## config.mk

```make
export PLATFORM = sky130hd
export DESIGN_NAME = ctrl_banco_write
export DESIGN_NICKNAME = d
export VERILOG_FILES = /design/src/rtl/ctrl_banco_write.sv
export SDC_FILE = /design/constraint.sdc
export NUM_CORES = 1
export LEC_CHECK = 0
export BUFFER_PORTS_ARGS = -buffer_cell sky130_fd_sc_hd__clkbuf_2
export CELL_PAD_IN_SITES_DETAIL_PLACEMENT = 1
export CELL_PAD_IN_SITES_GLOBAL_PLACEMENT = 2
export CORE_UTILIZATION = 30
export CTS_BUF_LIST = sky130_fd_sc_hd__clkbuf_8
export DETAILED_ROUTE_END_ITERATION = 8
export PLACE_DENSITY = 0.91
export SLEW_MARGIN = 20
export SYNTH_ARGS = -nofsm -noshare
export SYNTH_HDL_FRONTEND = slang
export SYNTH_SLANG_ARGS = --single-unit
export TNS_END_PERCENT = 5
```

## constraint.sdc

```tcl
create_clock -name clk -period 4.35 [get_ports clk]
set_input_delay 0.2175 -clock clk [delete_from_list [all_inputs] [get_ports clk]]
set_output_delay 0.2175 -clock clk [all_outputs]
set_load 0.01 [all_outputs]
```

## src/rtl/ctrl_banco_write.sv

```systemverilog
// ctrl_banco_write
// Write-back controller for the register bank's single write port in the
// multicycle processor. Write-data sources take turns round-robin: ALU result,
// load, shift register, Hi, Lo, PC link and set-less-than. Index 5 belongs to
// the controller itself, which drives the constant 227 into the stack pointer
// once after every reset.
//
// Ports:
//   clk            single clock, rising edge
//   reset          synchronous, active-high
//   WriteEn        control-unit enable; when low, pending requests wait
//   req[7:0]       level-held write request per source (bit 5 ignored)
//   dest[39:0]     5-bit destination register per source, dest[5*i+4:5*i]
//   BancoWriteData registered source select to the write-data mux
//   WriteReg       registered destination register
//   RegWrite       registered register-bank write strobe
//   grant[7:0]     registered one-hot grant pulse (bit 5 always 0)
//   init_done      high once the stack-pointer write has been issued
module ctrl_banco_write #(
   parameter logic [4:0] SP_REG = 5'd29
) (
   input  logic        clk,
   input  logic        reset,
   input  logic        WriteEn,
   input  logic [7:0]  req,
   input  logic [39:0] dest,
   output logic [2:0]  BancoWriteData,
   output logic [4:0]  WriteReg,
   output logic        RegWrite,
   output logic [7:0]  grant,
   output logic        init_done
);

   typedef enum logic {
      INIT,
      RUN
   } state_t;

   // Index 5 is the controller's own constant source and never arbitrates.
   localparam logic [7:0] RESERVED_MASK = 8'b0010_0000;
   localparam logic [2:0] SP_SOURCE     = 3'd5;

   state_t      state;
   state_t      nextState;
   logic [2:0]  last;
   logic [2:0]  nextLast;
   logic [2:0]  nextSel;
   logic [4:0]  nextWriteReg;
   logic        nextRegWrite;
   logic [7:0]  nextGrant;
   logic        nextInitDone;

   logic [7:0]  eligible;
   logic        found;
   logic [2:0]  winner;
   logic [2:0]  cand;
   logic [4:0]  destArr [8];

   // Unpack the flat destination bus so the winner can index it directly.
   always_comb begin
      for (int i = 0; i < 8; i++) begin
         destArr[i] = dest[5*i +: 5];
      end
   end

   // Round-robin search. The bit granted last cycle is masked so a requester
   // that has not yet dropped its level-held request is not written twice in
   // a row. The search starts just after the previous winner and wraps; an
   // offset of 8 lands back on the previous winner itself, which lets a lone
   // requester be served again once the mask has expired.
   always_comb begin
      eligible = req & ~RESERVED_MASK & ~grant;
      found    = 1'b0;
      winner   = 3'd0;
      cand     = 3'd0;
      for (int off = 1; off <= 8; off++) begin
         cand = last + 3'(off);
         if (!found && eligible[cand]) begin
            found  = 1'b1;
            winner = cand;
         end
      end
   end

   // Next-state and next-output logic. Select and register address hold their
   // previous values when idle; grant and strobe default to a single-cycle
   // pulse. INIT always issues the stack-pointer write regardless of WriteEn.
   // A winner whose destination is $zero still gets its grant so it retires,
   // but the bank write is suppressed.
   always_comb begin
      nextState    = state;
      nextLast     = last;
      nextSel      = BancoWriteData;
      nextWriteReg = WriteReg;
      nextRegWrite = 1'b0;
      nextGrant    = 8'h00;
      nextInitDone = init_done;
      case (state)
         INIT: begin
            nextSel      = SP_SOURCE;
            nextWriteReg = SP_REG;
            nextRegWrite = 1'b1;
            nextState    = RUN;
         end
         RUN: begin
            nextInitDone = 1'b1;
            if (WriteEn && found) begin
               nextGrant    = 8'h01 << winner;
               nextSel      = winner;
               nextWriteReg = destArr[winner];
               nextRegWrite = (destArr[winner] != 5'd0);
               nextLast     = winner;
            end
         end
         default: begin
            nextState = INIT;
         end
      endcase
   end

   // State and registered outputs. Reset drops any in-flight grant and sends
   // the controller back to INIT so the stack-pointer write repeats; the
   // pointer returns to 7 so the first search after init starts at index 0.
   always_ff @(posedge clk) begin
      if (reset) begin
         state          <= INIT;
         last           <= 3'd7;
         BancoWriteData <= 3'd0;
         WriteReg       <= 5'd0;
         RegWrite       <= 1'b0;
         grant          <= 8'h00;
         init_done      <= 1'b0;
      end else begin
         state          <= nextState;
         last           <= nextLast;
         BancoWriteData <= nextSel;
         WriteReg       <= nextWriteReg;
         RegWrite       <= nextRegWrite;
         grant          <= nextGrant;
         init_done      <= nextInitDone;
      end
   end

endmodule

```

==> flow_summary.json <==
{
  "rsz0062_at_grt": "false",
  "synth.distinct_cells": 63,
  "ys.flop_type": "dfxtp_1",
  "synth_compound_area_share_pct": 21.5,
  "fp-row-count": 31,
  "clockBufferDepth": 2,
  "wl_met1_um": 3050,
  "min_period_over_period_pct": 92.8,
  "critPathLaunchType": "flop",
  "yosys.area_share.adder_pct": 1.11,
  "mostFrequentLayoutCell": "clkbuf_2",
  "initial_utilization_pct": 31.2,
  "drtPass1Iterations": 4,
  "synth_top_family_by_area": "simple AND/OR/NAND/NOR gates",
  "ys_ff_latch": 22,
  "r2r_start": "last[1]",
  "drive_above_1_share_pct": 29.3,
  "drc": 0,
  "die_h_um": 88.8,
  "io_pins": 69,
  "leakagePower_nw": 1.15,
  "cts_resized": 0,
  "internal_power_uw": 587,
  "final_nets": 388,
  "drtAntennaViolNets": 0,
  "htreeDepth": 1,
  "synth_edf_count": 0,
  "max_clock_freq_mhz": 248,
  "root_buffer": "clkbuf_8",
  "dr_total_vias": 2377,
  "critPathBufInv": 1,
  "setup_viol": 0,
  "cts_hold_buffers": 0,
  "wl_met3_um": 234,
  "p_comb_share_pct": 63.9,
  "slew_violations": 0,
  "cp_max_fo": 9,
  "p_switching_uw": 471,
  "worst_ep_required_time_ns": 4.49,
  "ys_async_sr_fraction_pct": 0,
  "synth_area_leaders": "dfxtp_1, mux4_2, mux2i_1",
  "switching_share_pct": 44.5,
  "cts_setup_buffers": 0,
  "clkLatencyLatePin_ns": 0.26,
  "min_period_ns": 4.03,
  "dp_hpwl_um": 5800,
  "clkTransAtPathRegs_ns": 0.08,
  "wl_um": 7220,
  "grt_pass1_vias": 2350,
  "tightest_slew_ns": 0.801,
  "syn-num-nets": 325,
  "critPathKind": "flop to flop",
  "synth_area_mm2": 0.00226,
  "critical_path.top_delay_family": "simple AND/OR/NAND/NOR gates",
  "synth-simple-area-share_pct": 28.7,
  "clock_sinks": 22,
  "layout_common_cells": "clkbuf_2, nand2_1, dfxtp_1, nor2_1, mux2i_1",
  "core-area_mm2": 0.00725,
  "grtUsageTotal_pct": 18.5,
  "syn_avg_cell_area_um2": 8.31,
  "die_x_um": 88.8,
  "grt_antenna_before_repair": 0,
  "place.gp.congestion": 0.874,
  "grt_pass1_wl_um": 11500,
  "endpoint_kind": "flop",
  "synth_xor_area_share_pct": 1.55,
  "path_common_cell": "nor2_1",
  "crit_path_start": "last[1]",
  "syn2layout_area_growth_pct": 20.6,
  "yosys.area.top_type": "dfxtp_1",
  "drv_cap": 0,
  "routed-wl-met2_um": 3800,
  "muxShareOfSynthArea_pct": 21.0,
  "synth_cells": 272,
  "cts-buffers-inserted": 3,
  "critPathMaxStageDelay_ns": 0.61,
  "hold_violations": 0,
  "cp.arrival_ns": 4.17,
  "vias_per_cell": 5.49,
  "yosys_warnings": 0,
  "status": "finished, final reports clean",
  "worstPathCellList": "inv_1 -> ha_1 -> or4b_1 -> o211ai_1 -> mux2i_1 -> and4_1 -> o31a_1 -> nor2_1 -> nor2_1 -> a221oi_2 -> o21ai_1 -> nor4b_2 -> o22ai_1",
  "critPathSlowestCell": "nor2_1",
  "cts_tree": "done",
  "slew_headroom_pct": 46.4,
  "grt_max_degree": 27,
  "fin_skew_ns": 0.00311,
  "p_total_mw": 1.06,
  "seq_power_share_pct": 22.6,
  "top_layer_used": "met4",
  "hp-class": "primary input to flop",
  "antenna_cells": 0,
  "grt_overflow": 0,
  "power.density_mw_per_mm2": 388,
  "synth_top_area_share_pct": 19.5,
  "ys_seq_area_share_pct": 19.5,
  "power_frac_clock_pct": 13.5,
  "drtIter0Drc": 117,
  "routedWlPerCell_um": 16.7,
  "dieArea_mm2": 0.00789,
  "min-delay-start": "reset",
  "final.setup.tns_ns": 0,
  "ir_worst_vdd_mv": 0.254,
  "io_buffers": 64
}
power groups by stage:
stage	sequential [mW]	clock, mW	combinational, mW
after CTS	0.239	0.145	0.679
after global placement	0.242	0	0.658
final	0.239	0.143	0.675
after global routing	0.242	0.155	0.735
after floorplan	0.242	0	0.489
after detailed placement	0.243	0	0.677
cells by family after synthesis:
| family | Yosys count |
|---|---|
| flip-flops | 22 |
| XOR/XNOR | 4 |
| AND/OR/NAND/NOR | 118 |
| AO/OA/AOI/OAI | 67 |
| other | 1 |
| adder cells (fa/ha/maj) | 2 |
| multiplexers | 32 |
| buffers and inverters | 26 |
sequential cells by signal (all words and copies together), names as in the netlist:
signal and cells:
grant 8, last 3, RegWrite 1, BancoWriteData 3, state 1, init_done 1, WriteReg 5
layer usage:
layer  vias up  GRT usage [%]
met5         -              0
met4         0           5.28
met3        13           1.21
met2        59           34.4
met1      1151           22.7
li1       1154              -
per-stage QoR:
| step | std cells | utilization [%] | hold WS, ns | instance area (µm²) | setup WS, ns |
|---|---|---|---|---|---|
| floorplan | 272 | - | 0.480 | 2260 | 0.678 |
| global placement | 429 | 36.8 | 0.453 | 2670 | 0.428 |
| detailed placement | 429 | 36.8 | 0.465 | 2670 | 0.313 |
| CTS | 433 | 37.6 | 0.235 | 2730 | 0.303 |
| global route | 433 | 37.6 | 0.257 | 2730 | 0.0357 |
| finish | 433 | 37.6 | 0.234 | 2730 | 0.315 |
area by class of cell:
| type | instances | area [µm²] |
|---|---|---|
| clock buffers | 4 | 55.1 |
| fillers | 934 | 4530 |
| inverters | 10 | 38.8 |
| multi-input cells | 224 | 1670 |
| flip-flops and latches | 22 | 440 |
| well taps | 99 | 124 |
| repair buffers | 74 | 395 |
synth_stat cells (3+ instances only):
library cell,count
mux4_2,12
a2bb2oi_1,3
inv_1,9
nor3_1,7
buf_2,5
clkbuf_1,6
o21a_1,3
and2_1,4
o211ai_1,7
nand2b_1,8
nor2b_1,8
o21ai_0,12
buf_6,3
o31a_1,4
nand3_1,11
nand2_1,30
mux2i_1,17
a21oi_1,11
o22ai_1,3
dfxtp_1,22
nor2_1,21
nand4_1,7
final timing paths:
kind              slack [ns]  cells past startpoint          end
setup / recovery        0.32                     13     RegWrite
hold / removal          0.23                      2  WriteReg[0]
setup reg to reg        0.32                     13     RegWrite
hold reg to reg         0.48                      2  WriteReg[1]
Power figures use the tool's default switching activity.
